### src/rtl/valu_pkg.sv
// valu_pkg: shared types, widths and funct legality for the vector ALU scheduler.
// Exports funct_e, sched_state_e, LANES/LANE_W/VEC_W and funct_legal().
package valu_pkg;

  localparam int LANES  = 24;
  localparam int LANE_W = 8;
  localparam int VEC_W  = LANES * LANE_W;

  typedef enum logic [2:0] {
    F_ADD = 3'd0,
    F_SUB = 3'd1,
    F_AND = 3'd2,
    F_OR  = 3'd3,
    F_XOR = 3'd4,
    F_MAX = 3'd5
  } funct_e;

  typedef enum logic [1:0] {
    S_IDLE = 2'd0,
    S_EXEC = 2'd1,
    S_RESP = 2'd2
  } sched_state_e;

  // Codes above MAX (6, 7) have no ALU meaning.
  function automatic logic funct_legal(input logic [2:0] f);
    return f <= 3'(F_MAX);
  endfunction

endpackage

### src/rtl/valu_sched_if.sv
// valu_sched_if: request, ALU and response bundle of the vector ALU scheduler.
// master = issue side / ALU model, slave = valu_sched.
interface valu_sched_if;
  import valu_pkg::*;

  logic [1:0]             req_valid;
  logic [1:0]             req_ready;
  logic [1:0][VEC_W-1:0]  req_op1;
  logic [1:0][VEC_W-1:0]  req_op2;
  logic [1:0][2:0]        req_funct;

  logic                   alu_flag;
  logic [VEC_W-1:0]       alu_op1;
  logic [VEC_W-1:0]       alu_op2;
  logic [2:0]             alu_funct;
  logic [VEC_W-1:0]       alu_result;

  logic                   rsp_valid;
  logic                   rsp_ready;
  logic                   rsp_id;
  logic [VEC_W-1:0]       rsp_data;
  logic                   rsp_err;

  modport master (
    output req_valid,
    output req_op1,
    output req_op2,
    output req_funct,
    input  req_ready,
    input  alu_flag,
    input  alu_op1,
    input  alu_op2,
    input  alu_funct,
    output alu_result,
    input  rsp_valid,
    output rsp_ready,
    input  rsp_id,
    input  rsp_data,
    input  rsp_err
  );

  modport slave (
    input  req_valid,
    input  req_op1,
    input  req_op2,
    input  req_funct,
    output req_ready,
    output alu_flag,
    output alu_op1,
    output alu_op2,
    output alu_funct,
    input  alu_result,
    output rsp_valid,
    input  rsp_ready,
    output rsp_id,
    output rsp_data,
    output rsp_err
  );

endinterface

### src/rtl/valu_rr_arb.sv
// valu_rr_arb: 2-way round-robin grant; r_last moves only on a handshake.
// Ports: clk, rst, i_valid[1:0], i_hs (grant taken), o_grant[1:0] one-hot/zero.
module valu_rr_arb (
  input  logic       clk,
  input  logic       rst,
  input  logic [1:0] i_valid,
  input  logic       i_hs,
  output logic [1:0] o_grant
);

  logic r_last;

  // Reset to 1 so requester 0 wins the first tie.
  always_ff @(posedge clk) begin
    if (rst) begin
      r_last <= 1'b1;
    end else if (i_hs) begin
      r_last <= o_grant[1];
    end
  end

  always_comb begin
    o_grant = 2'b00;
    unique case (i_valid)
      2'b11:   o_grant = r_last ? 2'b01 : 2'b10;
      2'b10:   o_grant = 2'b10;
      2'b01:   o_grant = 2'b01;
      default: o_grant = 2'b00;
    endcase
  end

endmodule

### src/rtl/valu_sched.sv
// valu_sched: issue controller for the 24x8-bit lane vector ALU.
// Ports: clk, rst (sync, high), io_bus (valu_sched_if.slave); param ALU_LAT 1..15.
module valu_sched
  import valu_pkg::*;
#(
  parameter int ALU_LAT = 1
) (
  input  logic         clk,
  input  logic         rst,
  valu_sched_if.slave  io_bus
);

  localparam int CW = 4;

  sched_state_e     r_state;
  sched_state_e     w_state_nxt;
  logic [CW-1:0]    r_cnt;
  logic [CW-1:0]    w_cnt_nxt;

  logic [VEC_W-1:0] r_op1;
  logic [VEC_W-1:0] r_op2;
  logic [2:0]       r_fn;
  logic             r_id;
  logic [VEC_W-1:0] r_data;
  logic             r_err;

  logic [1:0]       w_grant;
  logic [1:0]       w_rdy;
  logic             w_hs;
  logic             w_id;
  logic             w_legal;
  logic             w_capture;

  valu_rr_arb u_arb (
    .clk     (clk),
    .rst     (rst),
    .i_valid (io_bus.req_valid),
    .i_hs    (w_hs),
    .o_grant (w_grant)
  );

  // Grant is already masked by req_valid inside the arbiter.
  assign w_rdy   = (r_state == S_IDLE && !rst) ? w_grant : 2'b00;
  assign w_hs    = |w_rdy;
  assign w_id    = w_rdy[1];
  assign w_legal = funct_legal(io_bus.req_funct[w_id]);

  assign w_capture = (r_state == S_EXEC) && (r_cnt == '0);

  always_ff @(posedge clk) begin
    if (rst) begin
      r_state <= S_IDLE;
      r_cnt   <= '0;
    end else begin
      r_state <= w_state_nxt;
      r_cnt   <= w_cnt_nxt;
    end
  end

  always_comb begin
    w_state_nxt = r_state;
    w_cnt_nxt   = r_cnt;
    unique case (r_state)
      S_IDLE: begin
        if (w_hs) begin
          if (w_legal) begin
            w_state_nxt = S_EXEC;
            w_cnt_nxt   = CW'(ALU_LAT - 1);
          end else begin
            w_state_nxt = S_RESP;
          end
        end
      end
      S_EXEC: begin
        if (r_cnt == '0) begin
          w_state_nxt = S_RESP;
        end else begin
          w_cnt_nxt = r_cnt - CW'(1);
        end
      end
      S_RESP: begin
        if (io_bus.rsp_ready) begin
          w_state_nxt = S_IDLE;
        end
      end
      default: begin
        w_state_nxt = S_IDLE;
        w_cnt_nxt   = '0;
      end
    endcase
  end

  // Operands stay put from accept until the next accept.
  always_ff @(posedge clk) begin
    if (rst) begin
      r_op1  <= '0;
      r_op2  <= '0;
      r_fn   <= '0;
      r_id   <= 1'b0;
      r_data <= '0;
      r_err  <= 1'b0;
    end else begin
      if (w_hs) begin
        r_op1 <= io_bus.req_op1[w_id];
        r_op2 <= io_bus.req_op2[w_id];
        r_fn  <= io_bus.req_funct[w_id];
        r_id  <= w_id;
        r_err <= !w_legal;
        if (!w_legal) begin
          r_data <= '0;
        end
      end
      if (w_capture) begin
        r_data <= io_bus.alu_result;
      end
    end
  end

  assign io_bus.req_ready = w_rdy;
  assign io_bus.alu_flag  = (r_state == S_EXEC);
  assign io_bus.alu_op1   = r_op1;
  assign io_bus.alu_op2   = r_op2;
  assign io_bus.alu_funct = r_fn;
  assign io_bus.rsp_valid = (r_state == S_RESP);
  assign io_bus.rsp_id    = r_id;
  assign io_bus.rsp_data  = r_data;
  assign io_bus.rsp_err   = r_err;

endmodule
### src/flat_wrapper.sv
// flat-port wrapper written by rule: the top's interface ports become plain ports
module valu_sched_flat import valu_pkg::*;
#(
  parameter int ALU_LAT = 1
)
  (clk, rst, io_bus_req_valid, io_bus_req_op1, io_bus_req_op2, io_bus_req_funct, io_bus_req_ready, io_bus_alu_flag, io_bus_alu_op1, io_bus_alu_op2, io_bus_alu_funct, io_bus_alu_result, io_bus_rsp_valid, io_bus_rsp_ready, io_bus_rsp_id, io_bus_rsp_data, io_bus_rsp_err);
  valu_sched_if io_bus_i ();
  input  logic clk;
  input  logic rst;
  input wire logic [$bits(io_bus_i.req_valid)-1:0] io_bus_req_valid;
  input wire logic [$bits(io_bus_i.req_op1)-1:0] io_bus_req_op1;
  input wire logic [$bits(io_bus_i.req_op2)-1:0] io_bus_req_op2;
  input wire logic [$bits(io_bus_i.req_funct)-1:0] io_bus_req_funct;
  output wire logic [$bits(io_bus_i.req_ready)-1:0] io_bus_req_ready;
  output wire logic [$bits(io_bus_i.alu_flag)-1:0] io_bus_alu_flag;
  output wire logic [$bits(io_bus_i.alu_op1)-1:0] io_bus_alu_op1;
  output wire logic [$bits(io_bus_i.alu_op2)-1:0] io_bus_alu_op2;
  output wire logic [$bits(io_bus_i.alu_funct)-1:0] io_bus_alu_funct;
  input wire logic [$bits(io_bus_i.alu_result)-1:0] io_bus_alu_result;
  output wire logic [$bits(io_bus_i.rsp_valid)-1:0] io_bus_rsp_valid;
  input wire logic [$bits(io_bus_i.rsp_ready)-1:0] io_bus_rsp_ready;
  output wire logic [$bits(io_bus_i.rsp_id)-1:0] io_bus_rsp_id;
  output wire logic [$bits(io_bus_i.rsp_data)-1:0] io_bus_rsp_data;
  output wire logic [$bits(io_bus_i.rsp_err)-1:0] io_bus_rsp_err;
  assign io_bus_i.req_valid = io_bus_req_valid;
  assign io_bus_i.req_op1 = io_bus_req_op1;
  assign io_bus_i.req_op2 = io_bus_req_op2;
  assign io_bus_i.req_funct = io_bus_req_funct;
  assign io_bus_req_ready = io_bus_i.req_ready;
  assign io_bus_alu_flag = io_bus_i.alu_flag;
  assign io_bus_alu_op1 = io_bus_i.alu_op1;
  assign io_bus_alu_op2 = io_bus_i.alu_op2;
  assign io_bus_alu_funct = io_bus_i.alu_funct;
  assign io_bus_i.alu_result = io_bus_alu_result;
  assign io_bus_rsp_valid = io_bus_i.rsp_valid;
  assign io_bus_i.rsp_ready = io_bus_rsp_ready;
  assign io_bus_rsp_id = io_bus_i.rsp_id;
  assign io_bus_rsp_data = io_bus_i.rsp_data;
  assign io_bus_rsp_err = io_bus_i.rsp_err;
  valu_sched #(.ALU_LAT(ALU_LAT)) u_core (.clk(clk), .rst(rst), .io_bus(io_bus_i));
endmodule
### config.mk
export PLATFORM = sky130hd
export DESIGN_NAME = valu_sched_flat
export DESIGN_NICKNAME = d
export VERILOG_FILES = /design/src/rtl/valu_pkg.sv /design/src/rtl/valu_sched_if.sv /design/src/rtl/valu_rr_arb.sv /design/src/rtl/valu_sched.sv /design/src/flat_wrapper.sv
export SDC_FILE = /design/constraint.sdc
export NUM_CORES = 1
export LEC_CHECK = 0
export ABC_AREA = 1
export BUFFER_PORTS_ARGS = -buffer_cell sky130_fd_sc_hd__buf_2
export CORE_AREA = 5 5 611 613
export CTS_CLUSTER_DIAMETER = 80
export DETAILED_ROUTE_END_ITERATION = 12
export DIE_AREA = 0 0 616 618
export PLACE_DENSITY_LB_ADDON = 0.3
export SYNTH_ARGS = -nofsm -noshare
export SYNTH_HDL_FRONTEND = slang
export SYNTH_SLANG_ARGS = --single-unit
### constraint.sdc
create_clock -name clk -period 4.15 [get_ports clk]
set_input_delay 0.6225 -clock clk [delete_from_list [all_inputs] [get_ports clk]]
set_output_delay 0.6225 -clock clk [all_outputs]
set_load 0.005 [all_outputs]
======== Yosys cells after proc, flatten, opt, wreduce, memory -nomap -nowiden ========
Cells that the tools add are included.
word-level totals
  word-level logic and storage cells ...... 56
  output and inout bits ................... 585
  register bits ........................... 588
operators by class
  bitwise operators ....................... 1
  reduce and logical (&&, ||, !) cells .... 11
  $lt $le $gt $ge ......................... 2
  equality and inequality tests ........... 11
  add/sub/neg operators ................... 1
  muxes and demuxes ....................... 21
operator list
  operator                                                     number
  two-way mux 192 bit                                          7
  two-way mux 2 bit                                            6
  two-way mux 4 bit                                            3
  one-hot mux 2 bit (3 select lines)                           2
  one-hot mux 4 bit (3 select lines)                           1
  equality test 2 bit (second input constant)                  3
  two-way mux 3 bit                                            2
  != test 2 x 1 -> 1 bit (second input constant)               3
  != test 2 bit (second input constant)                        3
  equality test 2 x 1 -> 1 bit (second input constant)         2
  logical NOT 4 bit                                            1
  AND reduction 4 bit                                          1
  subtractor 4 x 1 -> 4 bit (second input constant)            1
  <= comparator 3 bit (second input constant)                  1
  AND reduction 3 bit                                          1
  logical AND 1 bit                                            2
  logical NOT 1 bit                                            2
  logical NOT 2 bit                                            1
  less-than comparator 1 x 2 -> 1 bit (second input constant)  1
  AND reduction 2 bit                                          1
  nonzero test 2 bit                                           1
  OR reduction 2 bit                                           1
  NOT 1 bit                                                    1

======== Logic depth before layout (Yosys ltp) ========
  depth after elaboration ................. 9
  gate-level depth with buffers ........... 11
  mapped depth without buffers ............ 11

======== Cells and area by module ========
From an unflattened synthesis, not the netlist that was laid out.
unflattened totals
  cells, all modules ...................... 3084
  area total of the unflattened synthesis .. 23461.3 um^2
modules (own cells, without submodules)
  module       area each (um^2)  instances  cells each  seq. area each (um^2)
  valu_sched   23402.4           1          3075        11751.3
  valu_rr_arb  58.8              1          9           20.0

======== Worst setup path after synthesis ========
OpenSTA, ideal clock, no wires.
  path type ............................... in2out
  start point ............................. in io_bus_req_valid[0]
  end point ............................... out io_bus_req_ready[1]
  data required time ...................... 3.527 ns
  slack ................................... 2.268 ns
  arrival ................................. 1.260 ns
  stages on the path ...................... 4
  path through ............................ nand2_1 > nand2_1 > nor2_4 > clkbuf_1
on the way
  word-level cells in the longest chain between the ends .. 3
  elaborated cells on any way between the ends .. 5
  those cells by class .................... eq/ne (3); mux (2)
ends and longest elaborated chain
  item                                                                 RTL line            source
  from (decl)                                                          flat_wrapper.sv:10  input wire logic [$bits(io_bus_i.req_valid)-1:0] io_bus_req_valid;
  equality test 2 x 1 -> 1 bit or equality test 2 bit (tied branches)  valu_rr_arb.sv:24   unique case (i_valid)
  one-hot mux 2 bit (3 select lines) *                                 valu_rr_arb.sv:24
  two-way mux 2 bit *                                                  valu_sched.sv:43    assign w_rdy = (r_state == S_IDLE && !rst) ? w_grant : 2'b00;
  to (decl)                                                            flat_wrapper.sv:14  output wire logic [$bits(io_bus_i.req_ready)-1:0] io_bus_req_ready;
Mark *: on every way between the ends. The rest lies on a longest branch, timed or not.

======== Worst setup path after layout ========
  start point ............................. reg u_core.r_state[1]
  end point ............................... out io_bus_req_ready[1]
on the way
  word-level cells in the longest chain between the ends .. 3
ends and longest elaborated chain
  item                    RTL line          source
  from (decl)             valu_sched.sv:15  sched_state_e r_state;
  from (signal assigned)  valu_sched.sv:55  r_state <= w_state_nxt;
  logical NOT 2 bit       valu_sched.sv:43
  logical AND 1 bit       valu_sched.sv:43
  two-way mux 2 bit       valu_sched.sv:43
Every way passes these cells.

==> results.py <==
metrics = {
    "min_path": {
        "min_path_cells": 3,
        "hold_path_class": "input pin to flop",
    },
    "clocking": {
        "clock_path_buffers": 4,
        "clock-sinks": 588,
        "cts_setup_buffers": 0,
        "cts_buffers": 94,
        "insertion_delay_ns": 0.83,
        "cts_tree": "built",
        "htree_levels": 3,
        "root_buffer": "clkbuf_16",
        "clkTransAtPathRegs_ns": 0.06,
    },
    "critical_path": {
        "required_ns": 3.53,
        "crit_family": "buffers and inverters",
        "crit_path_end_kind": "output pin",
        "crit_top_cell": "nor2_4",
        "cp.arrival_ns": 2.69,
        "cp_max_fo": 137,
        "startpoint_type": "flop",
        "setup.worst_path.end": "io_bus_req_ready[1]",
        "r2r_end": "u_core.io_bus.alu_op2[113]$_SDFFE_PP0P_",
        "max_stage_delay_ns": 0.42,
        "reg2reg_slack_ns": 1.09,
        "worstSetupStartpoint": "u_core.r_state[1]$_SDFFE_PP0P_",
        "r2r-start": "u_core.r_state[0]$_SDFFE_PP0P_",
        "critPathSlowestCell": "buf_12",
        "worst-path-buf-inv": 2,
        "path_class": "flop to output pin",
        "cp.depth": 5,
        "path_cells": "nor2_4 -> nand2_2 -> nor2_4 -> buf_12 -> buf_2",
        "reg2reg_depth": 9,
    },
    "floorplan": {
        "floorplan.die_area_sq_um": 380700,
        "initial_core_util": 0.06644,
        "die_h_microns": 618,
        "rows": 223,
        "core_sq_um": 367500,
        "io_pins": 1556,
        "chipWidth_microns": 616,
    },
    "grt": {
        "grt_usage": 0.1473,
        "grt_pass1_wl_mm": 362.3,
        "antenna_found_initial": 344,
        "grt_pass1_vias": 30582,
        "grt_overflow": 0,
        "grt_max_degree": 208,
    },
    "timing": {
        "rsz0062_at_grt": "no",
        "setup_violations": 0,
        "skew_ns": 0.05832,
        "tns_ns": 0,
        "slew_viol_final": 0,
        "layout_min_cycle_time_ns": 3.316,
        "hold_viol_final": 0,
        "worst_pin_slew_ns": 1.419,
        "max_slew_margin": 0.05372,
        "fin_crit_sh": 0.7990,
        "max_freq_ghz": 0.3016,
    },
    "power": {
        "ir_drop_v": 0.0002436,
        "power.density_nw_per_um2": 454.1,
        "power_leakage_uw": 0.01815,
    },
    "synth": {
        "synth_xor_area_frac": 0.0007175,
        "synth.area.mux_share": 0,
        "syn_nets": 4052,
        "avgSynthCellArea_sq_um": 7.927,
        "syn_area_sq_um": 24410,
        "synth_fa_ha_area_frac": 0.0005125,
        "synth_async_sr_flop_share": 0,
        "synth-compound-area-share": 0.2368,
        "synth_edf_count": 0,
        "yosysSeqAreaShare": 0.4821,
        "synth_flop_cell": "dfxtp_1",
        "syn_inst": 3080,
        "synth-simple-area-share": 0.2184,
        "synth_seq_cells": 588,
        "yosys_warnings": 0,
        "ys_types": 33,
        "synth_top_family_by_area": "compound AO/OA/AOI/OAI gates",
    },
    "drt": {
        "wirelength_mm": 295.1,
        "num_vias": 31988,
        "route.detailed.drc": 0,
        "dr.first_iter.drc_count": 2596,
        "vias_per_cell": 3.270,
        "wire_per_inst_microns": 30.17,
        "ant_nets": 0,
        "first_pass_iters": 5,
    },
    "job": {
        "drv_cap": 0,
    },
    "placement": {
        "hpwl_mm": 254.1,
        "gp_congestion": 0.9265,
        "portBuffers": 1555,
        "placed_cell_area_sq_um": 37330,
    },
    "finish": {
        "fin_nets": 5754,
        "finalInstanceArea_sq_um": 43820,
        "area_growth_pct": 79.47,
        "drive_gt1_frac": 0.4043,
    },
    "status": {
        "outcome": "complete, no violations",
    },
}
metrics by stage:
step	hold slack, ns	utilization	power [uW]	setup WS [ns]	std cells
2_1_floorplan	0.4560	-	8512	2.268	3080
3_3_place_gp	0.4586	0.1016	11430	0.9696	9214
3_5_place_dp	0.4576	0.1016	11410	0.9242	9214
4_1_cts	0.00006423	0.1186	20340	0.6732	9687
5_1_grt	0.03211	0.1190	20860	0.6154	9745
6_report	0.09074	0.1192	19900	0.8344	9781
report_power, final:
part           switching, uW  internal (uW)  total (uW)  leakage [uW]
clock                   3360           5020        8380       0.00154
sequential               376           6320        6700       0.00483
combinational           3200           1610        4820        0.0118
total                   6940          13000       19900        0.0182
kinds of logic (layout without fill, tap and decap cells):
logic type,Yosys count,count (layout)
compound gates,979,979
xor+xnor,2,2
fa+ha+maj,1,1
buf+inv,311,2081
flops,588,588
other cells,0,94
simple gates,1199,1199
cell type report:
| type | instances | area (sq um) |
|---|---|---|
| clock buffers | 126 | 2623 |
| clock inverters | 38 | 536.8 |
| flip-flops and latches | 588 | 11770 |
| fillers | 42946 | 323700 |
| well taps | 4837 | 6052 |
| multi-input cells | 2181 | 11160 |
| inverters | 14 | 83.83 |
| diodes | 94 | 235.2 |
| repair buffers | 1903 | 11350 |
synth_stat cells, types with 10 or more instances:
cell	number	area, sq um
nand3_1	98	490.5
a21oi_2	100	875.8
nand3_2	101	1011
buf_12	10	200.2
buf_2	64	320.3
o21ai_0	388	1942
nand2_1	976	3664
nor2_1	10	37.54
a21oi_1	100	500.5
clkbuf_1	192	720.7
dfxtp_1	588	11770
buf_1	17	63.81
a31oi_1	387	2421
worst min path at each step:
| stage | from | to | slack (ns) |
|---|---|---|---|
| after floorplan | u_core.io_bus.rsp_id$_SDFFE_PP0P_ | u_core.io_bus.rsp_id$_SDFFE_PP0P_ | 0.46 |
| after detailed placement | u_core.io_bus.alu_op2[191]$_SDFFE_PP0P_ | u_core.io_bus.alu_op2[191]$_SDFFE_PP0P_ | 0.46 |
| after CTS | io_bus_req_op2[302] | u_core.io_bus.alu_op2[110]$_SDFFE_PP0P_ | 0.00006 |
| final | io_bus_alu_result[71] | u_core.io_bus.rsp_data[71]$_SDFFE_PP0P_ | 0.09 |
| after global placement | u_core.io_bus.rsp_id$_SDFFE_PP0P_ | u_core.io_bus.rsp_id$_SDFFE_PP0P_ | 0.46 |
| after global routing | io_bus_req_op2[304] | u_core.io_bus.alu_op2[112]$_SDFFE_PP0P_ | 0.03 |
registers in the layout, indices dropped and copies added, names as in the netlist:
signal                   flops
u_core.r_cnt                 4
u_core.io_bus.alu_op1      192
u_core.r_state               2
u_core.io_bus.rsp_id         1
u_core.io_bus.alu_op2      192
u_core.u_arb.r_last          1
u_core.io_bus.rsp_err        1
u_core.io_bus.alu_funct      3
u_core.io_bus.rsp_data     192
what timing repair did:
| item | CTS | global route |
|---|---|---|
| resized for setup | 0 | 0 |
| endpoints found under the hold margin | 274 | 0 |
| hold buffers | 309 | 0 |
metal layers:
metal | up-vias | track usage | wire length, microns
met5 | - | 0 | 581
met4 | 88 | 0.04750 | 12730
met1 | 15038 | 0.1586 | 107100
li1 | 14175 | - | -
met2 | 1898 | 0.2577 | 143700
met3 | 789 | 0.06498 | 30950
cell usage in the layout, fill, tap and decap left out, types with 15 or more instances in the layout:
cell | synthesis | final
diode_2 | 0 | 94
nand2_1 | 976 | 976
clkbuf_8 | 0 | 15
dfxtp_1 | 588 | 588
a21oi_1 | 100 | 100
nand3_2 | 101 | 100
a31oi_1 | 387 | 387
o21ai_0 | 388 | 388
buf_2 | 64 | 1554
a21oi_2 | 100 | 100
clkbuf_16 | 0 | 94
clkbuf_1 | 192 | 17
buf_4 | 6 | 25
nand3_1 | 98 | 98
dlygate4sd3_1 | 0 | 309
worst min-delay path: stages:
cell	delay, ns
buf_2	0.10
nand2_1	0.08
a21oi_1	0.07
No activity file was read; power rests on OpenSTA's default activity.
